File: src/rtl/baseball_play_in.sv
// Scoreboard input engine: synchronizes and debounces five buttons, then applies
// hits and outs to produce batting team, base occupancy, outs and a run pulse.
module baseball_play_in #(
  parameter int DEBOUNCE_CYCLES = 50000,
  parameter int INNINGS         = 9
) (
  input  logic       clk,
  input  logic       reset_n,
  input  logic       btn_single_n,
  input  logic       btn_double_n,
  input  logic       btn_triple_n,
  input  logic       btn_homer_n,
  input  logic       btn_out_n,
  output logic       team,
  output logic [2:0] base,
  output logic [3:0] add_to_score,
  output logic [1:0] outs,
  output logic       game_over
);

  localparam int NB     = 5;
  localparam int CNT_W  = 20;
  localparam int HALF_W = $clog2(2 * INNINGS + 1);

  localparam logic [CNT_W-1:0]  DB_LAST  = CNT_W'(DEBOUNCE_CYCLES - 1);
  localparam logic [HALF_W-1:0] HALF_END = HALF_W'(2 * INNINGS);

  typedef enum logic [1:0] {
    S_IDLE  = 2'd0,
    S_APPLY = 2'd1,
    S_WAIT  = 2'd2,
    S_OVER  = 2'd3
  } state_t;

  function automatic logic [2:0] popcount4(input logic [3:0] v);
    popcount4 = {2'b00, v[0]} + {2'b00, v[1]} + {2'b00, v[2]} + {2'b00, v[3]};
  endfunction

  function automatic logic [3:0] runs_onehot(input logic [2:0] n);
    case (n)
      3'd1:    runs_onehot = 4'b0001;
      3'd2:    runs_onehot = 4'b0010;
      3'd3:    runs_onehot = 4'b0100;
      3'd4:    runs_onehot = 4'b1000;
      default: runs_onehot = 4'b0000;
    endcase
  endfunction

  // Bit order: 0 single, 1 double, 2 triple, 3 homer, 4 out.
  logic [NB-1:0]    btn_raw_n_s;
  logic [NB-1:0]    sync1_q, sync2_q;
  logic [NB-1:0]    deb_q, deb_d;
  logic [CNT_W-1:0] cnt_q [NB];
  logic [CNT_W-1:0] cnt_d [NB];
  logic             press_s;

  assign btn_raw_n_s = {btn_out_n, btn_homer_n, btn_triple_n, btn_double_n, btn_single_n};

  // Two-flop synchronizer on the raw active-low buttons.
  always_ff @(posedge clk or negedge reset_n) begin
    if (!reset_n) begin
      sync1_q <= {NB{1'b1}};
      sync2_q <= {NB{1'b1}};
    end else begin
      sync1_q <= btn_raw_n_s;
      sync2_q <= sync1_q;
    end
  end

  // Debounce: flip the pressed level once the synchronized level disagrees for DEBOUNCE_CYCLES samples.
  always_comb begin
    deb_d = deb_q;
    for (int i = 0; i < NB; i++) begin
      cnt_d[i] = cnt_q[i];
    end
    for (int i = 0; i < NB; i++) begin
      if ((~sync2_q[i]) == deb_q[i]) begin
        cnt_d[i] = CNT_W'(0);
      end else if (cnt_q[i] == DB_LAST) begin
        deb_d[i] = ~deb_q[i];
        cnt_d[i] = CNT_W'(0);
      end else begin
        cnt_d[i] = cnt_q[i] + CNT_W'(1);
      end
    end
  end

  // Debounce level and counter registers.
  always_ff @(posedge clk or negedge reset_n) begin
    if (!reset_n) begin
      deb_q <= {NB{1'b0}};
      for (int i = 0; i < NB; i++) begin
        cnt_q[i] <= CNT_W'(0);
      end
    end else begin
      deb_q <= deb_d;
      for (int i = 0; i < NB; i++) begin
        cnt_q[i] <= cnt_d[i];
      end
    end
  end

  // Acting on the edge the debounced level rises keeps the apply update at DEBOUNCE_CYCLES+3.
  assign press_s = |(deb_d & ~deb_q);

  state_t            state_q, state_d;
  logic [NB-1:0]     latch_q, latch_d;
  logic              team_q, team_d;
  logic [2:0]        base_q, base_d;
  logic [3:0]        add_q, add_d;
  logic [1:0]        outs_q, outs_d;
  logic              over_q, over_d;
  logic [HALF_W-1:0] half_q, half_d;
  logic [HALF_W-1:0] half_inc_s;
  logic [2:0]        hit_n_s;
  logic [3:0]        occ_s;
  logic [7:0]        shifted_s;

  // Number of bases for the latched button; zero when it is not a single hit button.
  always_comb begin
    case (latch_q)
      5'b00001: hit_n_s = 3'd1;
      5'b00010: hit_n_s = 3'd2;
      5'b00100: hit_n_s = 3'd3;
      5'b01000: hit_n_s = 3'd4;
      default:  hit_n_s = 3'd0;
    endcase
  end

  assign occ_s      = {base_q[0], base_q[1], base_q[2], 1'b1};
  assign shifted_s  = {4'b0000, occ_s} << hit_n_s;
  assign half_inc_s = half_q + HALF_W'(1);

  // Game FSM next-state and output computation.
  always_comb begin
    state_d = state_q;
    latch_d = latch_q;
    team_d  = team_q;
    base_d  = base_q;
    add_d   = 4'b0000;
    outs_d  = outs_q;
    over_d  = over_q;
    half_d  = half_q;
    case (state_q)
      S_IDLE: begin
        if (press_s) begin
          state_d = S_APPLY;
          latch_d = deb_d;
        end else begin
          state_d = S_IDLE;
        end
      end
      S_APPLY: begin
        state_d = S_WAIT;
        case (latch_q)
          5'b00001, 5'b00010, 5'b00100, 5'b01000: begin
            base_d = {shifted_s[1], shifted_s[2], shifted_s[3]};
            add_d  = runs_onehot(popcount4(shifted_s[7:4]));
          end
          5'b10000: begin
            if (outs_q < 2'd2) begin
              outs_d = outs_q + 2'd1;
            end else begin
              outs_d = 2'd0;
              base_d = 3'b000;
              half_d = half_inc_s;
              if (half_inc_s == HALF_END) begin
                over_d  = 1'b1;
                state_d = S_OVER;
              end else begin
                team_d = ~team_q;
              end
            end
          end
          default: begin
            state_d = S_WAIT;
          end
        endcase
      end
      S_WAIT: begin
        // A press landing on the very edge everything reads released is still taken.
        if (deb_q == {NB{1'b0}}) begin
          if (press_s) begin
            state_d = S_APPLY;
            latch_d = deb_d;
          end else begin
            state_d = S_IDLE;
          end
        end else begin
          state_d = S_WAIT;
        end
      end
      S_OVER: begin
        state_d = S_OVER;
      end
      default: begin
        state_d = S_IDLE;
      end
    endcase
  end

  // FSM state and registered game outputs.
  always_ff @(posedge clk or negedge reset_n) begin
    if (!reset_n) begin
      state_q <= S_IDLE;
      latch_q <= {NB{1'b0}};
      team_q  <= 1'b0;
      base_q  <= 3'b000;
      add_q   <= 4'b0000;
      outs_q  <= 2'd0;
      over_q  <= 1'b0;
      half_q  <= HALF_W'(0);
    end else begin
      state_q <= state_d;
      latch_q <= latch_d;
      team_q  <= team_d;
      base_q  <= base_d;
      add_q   <= add_d;
      outs_q  <= outs_d;
      over_q  <= over_d;
      half_q  <= half_d;
    end
  end

  assign team         = team_q;
  assign base         = base_q;
  assign add_to_score = add_q;
  assign outs         = outs_q;
  assign game_over    = over_q;

endmodule

File: config.mk
export PLATFORM = sky130hd
export DESIGN_NAME = baseball_play_in
export DESIGN_NICKNAME = d
export VERILOG_FILES = /design/src/rtl/baseball_play_in.sv
export SDC_FILE = /design/constraint.sdc
export NUM_CORES = 1
export LEC_CHECK = 0
export ABC_AREA = 0
export CAP_MARGIN = 20
export CORE_MARGIN = 2
export CORE_UTILIZATION = 55
export CTS_BUF_LIST = sky130_fd_sc_hd__clkbuf_8
export CTS_CLUSTER_DIAMETER = 30
export DETAILED_ROUTE_END_ITERATION = 10
export PLACE_DENSITY = 0.72
export SETUP_SLACK_MARGIN = 0.1
export SLEW_MARGIN = 20
export SYNTH_ARGS = -nofsm -noshare
export SYNTH_HDL_FRONTEND = slang
export SYNTH_SLANG_ARGS = --single-unit
File: constraint.sdc
create_clock -name clk -period 4.2 [get_ports clk]
set_clock_uncertainty 0.1 [all_clocks]
set_input_delay 1.05 -clock clk [delete_from_list [all_inputs] [get_ports clk]]
set_output_delay 1.05 -clock clk [all_outputs]
set_load 0.01 [all_outputs]
==> impl_metrics.py, run 1 <==
metrics = {
    "route": {
        "drt_first_pass_iters": 4,
        "wl_met3_um": 294,
        "drt-initial-drc-count": 225,
        "vias_per_cell": 5.58,
        "final_antenna_net_count": 0,
        "wl_per_cell_um": 14.5,
        "wl_met2_um": 6430,
        "routed.top_layer": "met4",
        "vias": 4777,
        "m1WireLength_um": 5680,
        "drcViolationCount": 0,
        "wl_um": 12500,
    },
    "clocking": {
        "cts_hold_buf": 0,
        "cts-root-buf": "clkbuf_8",
        "clkLatencyLatePin_ns": 0.43,
        "cts_tree": "built",
        "cts_htree_levels": 4,
        "cts_made_buffers": 17,
        "cts_buffer_depth": 2,
        "cts_resized": 0,
        "clk_pin_slew_ns": 0.07,
        "clock-sinks": 138,
        "cts_setup_buffers": 0,
    },
    "synth": {
        "synth_ff_type": "dfrtp_1",
        "avgSynthCellArea_um2": 9.97,
        "yosysSeqAreaShare_pct": 51.5,
        "ys_ff_latch": 138,
        "yosysUniqueCellTypes": 55,
        "yosysWarnings": 0,
        "syn-instance-count": 675,
        "async_reset_ff_share_pct": 100,
        "syn_nets": 692,
        "synth_edf_count": 0,
        "synth_area_mm2": 0.00673,
    },
    "placement": {
        "dp_hpwl_um": 8550,
        "place_ws_ns": 0.551,
        "gp_congestion": 0.882,
        "dp.cells": 824,
        "placed_cell_area_mm2": 0.00706,
        "port_buffers": 17,
    },
    "worst_hold_path": {
        "holdPathStages": 0,
        "hold_start": "sync1_q[0]",
        "hold_class": "flop to flop",
    },
    "cells_and_area": {
        "nNetsFinal": 713,
        "drive_gt1_share_pct": 8.89,
        "multi_input_area_mm2": 0.00311,
        "layout.filler_cells": 952,
        "design_area_mm2": 0.00751,
        "layout_commonest_cell": "dfrtp_1",
        "ff_latch_area_mm2": 0.00347,
        "layout_common_cells": "128 x dfrtp_1, 123 x nor2_1, 55 x xnor2_1",
        "antenna_cells": 0,
        "stdcell_count": 856,
        "fin_util_pct": 62.8,
        "area_delta_synth_final_pct": 11.6,
    },
    "global_route": {
        "overflow": 0,
        "grt_max_degree": 98,
        "grt_pass1_vias": 4775,
        "grt_pass1_wl_um": 21600,
        "antenna_found_initial": 0,
        "track_usage_pct": 20.6,
    },
    "setup_path": {
        "path_cells": "nor3_1, and2_1, mux2i_1, a21boi_0, or3_1, fa_1, inv_1, ha_1, ha_1, or3b_2, a21oi_1",
        "crit_start": "latch_q[1]",
        "cpMostUsedCell": "ha_1",
        "r2r_cells": 11,
        "required_ns": 4.45,
        "crit_fanout": 10,
        "end_kind": "flop",
        "crit_path_top_delay_cell": "fa_1",
        "max_stage_delay_ns": 0.52,
        "critPathKind": "flop to flop",
        "ff2ff_setup_slack_ns": 0.48,
        "reg2reg_from": "latch_q[1]",
        "worstPathArrival_ns": 3.98,
        "cp-start-kind": "flop",
    },
    "timing": {
        "fin_crit_sh_pct": 88.6,
        "final-setup-viol-count": 0,
        "setup_tns_ns": 0,
        "tightest_slew_ns": 0.873,
        "rsz0062_at_grt": "no",
        "max_freq_mhz": 269,
        "worst_hold_slack_ns": 0.257,
        "fin_ws_ns": 0.477,
        "hold_viol_final": 0,
        "maxSlewHeadroom_pct": 41.8,
        "fin_crit_ns": 3.72,
        "report.final.slew_viol_count": 0,
    },
    "power": {
        "leakagePower_nw": 3.22,
        "power_mw": 2.61,
        "p_int_mw": 2.08,
        "clkPwrFrac_pct": 45.0,
        "combPwrFrac_pct": 2.9,
        "p_seq_share_pct": 52.1,
        "ir_worst_vdd_mv": 0.259,
        "p_per_area_mw_per_mm2": 348,
        "p_switching_mw": 0.530,
        "swShare_pct": 20.3,
    },
    "floorplanning": {
        "start_util_pct": 56.3,
        "core_area_mm2": 0.0120,
        "io_pins": 18,
        "rows": 40,
        "dieHeight_um": 115,
        "die_area_mm2": 0.0131,
        "die_width_um": 115,
    },
    "flow_run": {
        "maxCapViolations": 0,
    },
    "status": {
        "status": "complete, no violations",
    },
}
-- critical path: cells and delay by family, from the launching register on --
kind                       cells  cell delay, ns
adders and majority gates      3            1.00
AOI/OAI and AO/OA              2            0.31
and+or+nand+nor                4            1.56
DFF                            1            0.50
buffers and inverters          1            0.05
muxes                          1            0.11
-- area by class of cell --
type / count / share of cell area (%)
timing repair buffer: 21 / 2.85
multi-input combinational: 497 / 41.5
sequential: 138 / 46.2
inverter: 21 / 1.05
tap: 147 / 2.45
clock inverter: 7 / 1.45
clock buffer: 25 / 4.58
-- cells by family after synthesis --
| kind of cell | share of synthesized area [%] |
|---|---|
| adder cells (fa/ha/maj) | 2.12 |
| AO/OA/AOI/OAI | 5.24 |
| AND/OR/NAND/NOR | 24.8 |
| multiplexers | 1.86 |
| flip-flops | 51.5 |
| buffers and inverters | 2.23 |
| XOR/XNOR | 12.2 |
-- path summary, 6_finish.rpt --
| kind | end |
|---|---|
| setup / recovery | add_to_score[2] |
| max in group asynchronous | sync2_q[2] |
| min in group asynchronous | cnt_q[13] |
| setup reg to reg | add_to_score[2] |
| hold / removal | sync2_q[0] |
| hold reg to reg | sync2_q[0] |
-- power by group through the flow --
stage	Combinational (mW)	Sequential (mW)	Clock (mW)
after floorplan	0.0345	1.38	0
after global placement	0.0744	1.39	0
after detailed placement	0.0780	1.39	0
after CTS	0.0786	1.36	1.21
after global routing	0.0893	1.36	1.26
final	0.0756	1.36	1.17
-- metal layers --
metal  global-route usage, %  vias up
li1                        -     2364
met1                    26.5     2356
met2                    34.0       53
met3                    5.40        4
met4                    6.91        0
met5                       0        -
-- flip-flops by register name (all words and copies together) (netlist names) --
| name | flops |
|---|---|
| add_to_score | 4 |
| base | 3 |
| cnt_q | 100 |
| deb_q | 5 |
| game_over | 1 |
| half_q | 5 |
| latch_q | 5 |
| outs | 2 |
| state_q | 2 |
| sync1_q | 5 |
| sync2_q | 5 |
| team | 1 |
-- synthesized netlist by cell type, drive strengths merged, types with 5 or more instances --
master	n	area, um2
a21oi	14	70.1
and4	7	61.3
ha	9	113
nor2	123	462
nand3	35	175
or4	5	41.3
nor4b	5	43.8
and2	5	31.3
nor3	17	85.1
and3	24	155
inv	21	78.8
o21ai	14	70.1
or3	10	62.6
dfstp	10	263
nand4	21	131
clkbuf	18	67.6
xor2	39	342
mux2i	5	50.1
nor4	13	81.3
xnor2	55	482
mux2	5	75.1
nand2	44	165
dfrtp	128	3200
Power figures use the tool's default switching activity.
==> inputs of run 2 (changes only) <==
--- a/config.mk
+++ b/config.mk
@@ -5,15 +5,16 @@
 export SDC_FILE = /design/constraint.sdc
 export NUM_CORES = 1
 export LEC_CHECK = 0
-export ABC_AREA = 0
 export CAP_MARGIN = 20
 export CORE_MARGIN = 2
 export CORE_UTILIZATION = 55
 export CTS_BUF_LIST = sky130_fd_sc_hd__clkbuf_8
 export CTS_CLUSTER_DIAMETER = 30
 export DETAILED_ROUTE_END_ITERATION = 10
+export GPL_TIMING_DRIVEN = 0
 export PLACE_DENSITY = 0.72
 export SETUP_SLACK_MARGIN = 0.1
+export SKIP_LAST_GASP = 1
 export SLEW_MARGIN = 20
 export SYNTH_ARGS = -nofsm -noshare
 export SYNTH_HDL_FRONTEND = slang
==> run 2 against run 1 <==
Against the previous run:
- critical path depth rose by 1
- sequential power about the same
- combinational power grew 1%
- non-clock buffer count grew 16
- register-to-register slack better by 0.02 ns
- largest power group unchanged
- fmax grew 0.67%
- first-iteration DRC count up 23%
==> impl_metrics.py, run 2 (synthesis results as in run 1) <==
metrics = {
    "setup_path": {
        "crit_fanout": 10,
        "r2r_cells": 12,
        "rr_endpoint": "add_to_score[2]",
        "critPathKind": "flop to flop",
        "end_kind": "flop",
        "worstPathArrival_ns": 3.98,
        "required_ns": 4.49,
        "cp-start-kind": "flop",
        "ff2ff_setup_slack_ns": 0.50,
        "reg2reg_from": "latch_q[1]",
    },
    "power": {
        "ir_worst_vdd_mv": 0.255,
        "clkPwrFrac_pct": 43.5,
        "p_int_mw": 1.96,
        "p_seq_share_pct": 53.5,
        "swShare_pct": 23.0,
        "p_per_area_mw_per_mm2": 338,
        "combPwrFrac_pct": 3.0,
        "leakagePower_nw": 3.20,
        "power_mw": 2.55,
        "p_switching_mw": 0.586,
    },
    "route": {
        "wl_um": 12400,
        "vias_per_cell": 5.60,
        "vias": 4879,
        "final_antenna_net_count": 0,
        "drt-initial-drc-count": 276,
        "wl_per_cell_um": 14.2,
        "drcViolationCount": 0,
        "drt_first_pass_iters": 5,
    },
    "floorplanning": {
        "die_width_um": 115,
        "start_util_pct": 56.3,
        "core_area_mm2": 0.0120,
        "dieHeight_um": 115,
        "rows": 40,
        "die_area_mm2": 0.0131,
        "io_pins": 18,
    },
    "cells_and_area": {
        "largest-register": "cnt_q",
        "layout_commonest_cell": "dfrtp_1",
        "antenna_cells": 0,
        "layout.filler_cells": 957,
        "drive_gt1_share_pct": 8.41,
        "area_delta_synth_final_pct": 11.8,
        "design_area_mm2": 0.00752,
        "stdcell_count": 872,
        "largest_reg_flops": 100,
        "layout_common_cells": "128 x dfrtp_1, 123 x nor2_1, 55 x xnor2_1",
        "fin_util_pct": 62.9,
        "nNetsFinal": 729,
    },
    "timing": {
        "hold_viol_final": 0,
        "fin_crit_ns": 3.70,
        "worst_hold_slack_ns": 0.262,
        "report.final.slew_viol_count": 0,
        "maxSlewHeadroom_pct": 53.6,
        "final-setup-viol-count": 0,
        "tightest_slew_ns": 0.689,
        "max_freq_mhz": 270,
        "fin_crit_sh_pct": 88.0,
        "rsz0062_at_grt": "no",
    },
    "global_route": {
        "grt_pass1_wl_um": 21900,
        "grt.busiest_layer": "met2",
        "grt_pass1_vias": 4790,
        "grt_max_degree": 89,
        "overflow": 0,
        "track_usage_pct": 20.9,
        "antenna_found_initial": 0,
        "grt_use_met1_pct": 26.4,
        "grt_use_met3_pct": 5.56,
        "grtUsageMet2_pct": 34.7,
    },
    "clocking": {
        "cts-root-buf": "clkbuf_8",
        "cts_resized": 0,
        "cts_setup_buffers": 0,
        "cts_made_buffers": 17,
        "clkLatencyLatePin_ns": 0.46,
        "cts_htree_levels": 4,
        "cts_buffer_depth": 2,
        "cts_hold_buf": 0,
        "clk_pin_slew_ns": 0.08,
        "clock-sinks": 138,
        "cts_tree": "built",
    },
    "worst_hold_path": {
        "holdPathStages": 0,
        "hold_class": "flop to flop",
        "min_delay_worst_endpoint": "sync2_q[4]",
        "hold_start": "sync1_q[4]",
    },
    "status": {
        "status": "complete, no violations",
    },
    "placement": {
        "placed_cell_area_mm2": 0.00712,
        "port_buffers": 17,
        "dp.cells": 840,
        "gp_congestion": 0.833,
        "dp_hpwl_um": 8730,
    },
    "flow_run": {
        "maxCapViolations": 0,
    },
}
==> run 2: routing by layer <==
layer / up-vias / wire length (um)
met2: 55 / 6190
met3: 15 / 372
met4: 0 / 158
met1: 2408 / 5660
met5: - / 0
li1: 2401 / -
==> run 2: how the worst max path moves through the flow <==
stage	to	depth (start not counted)	slack, ns	start
after CTS	add_to_score[2]	12	0.51	latch_q[1]
after detailed placement	add_to_score[2]	12	0.54	latch_q[1]
after global placement	cnt_q[94]	1	-3.24	reset_n
after floorplan	add_to_score[2]	12	0.81	latch_q[1]
after global routing	add_to_score[2]	12	0.30	latch_q[1]
final	add_to_score[2]	12	0.50	latch_q[1]
==> run 2: critical path, cell delays in order (launching register included) <==
cell and delay (ns):
dfrtp_1 0.37, clkbuf_1 0.22, nor3_1 0.39, and2_1 0.26, mux2i_1 0.11, a21boi_0 0.16
or3_1 0.38, fa_1 0.51, inv_1 0.05, ha_1 0.18, ha_1 0.30, or3b_2 0.46
a21oi_1 0.12
==> run 2: cell type report <==
cell class / instances / area [um2] / area share, %
sequential: 138 / 3470 / 46.1
multi-input combinational: 497 / 3110 / 41.4
clock buffer: 17 / 234 / 3.11
timing repair buffer: 18 / 203 / 2.69
tap: 147 / 184 / 2.44
clock inverter: 15 / 174 / 2.31
inverter: 21 / 78.8 / 1.05
buffer: 19 / 71.3 / 0.948
==> run 2: through the flow <==
step / setup TNS [ns] / setup WS, ns
after floorplan: 0 / 0.809
after global placement: -429.40 / -3.24
after detailed placement: 0 / 0.538
after CTS: 0 / 0.507
after global routing: 0 / 0.304
final: 0 / 0.502
==> run 2: power by group through the flow <==
stage	logic (mW)	registers, mW	clock network, mW
after global routing	0.0911	1.36	1.21
after CTS	0.0800	1.36	1.14
after detailed placement	0.0798	1.39	0
final	0.0764	1.36	1.11
after floorplan	0.0345	1.38	0
after global placement	0.0737	1.39	0
==> inputs of run 3 (changes only) <==
--- a/config.mk
+++ b/config.mk
@@ -10,6 +10,7 @@
 export CORE_UTILIZATION = 55
 export CTS_BUF_LIST = sky130_fd_sc_hd__clkbuf_8
 export CTS_CLUSTER_DIAMETER = 30
+export CTS_CLUSTER_SIZE = 20
 export DETAILED_ROUTE_END_ITERATION = 10
 export GPL_TIMING_DRIVEN = 0
 export PLACE_DENSITY = 0.72
==> results of run 3 <==
No change in the layout: final DEF, timing and power equal those of run 2.
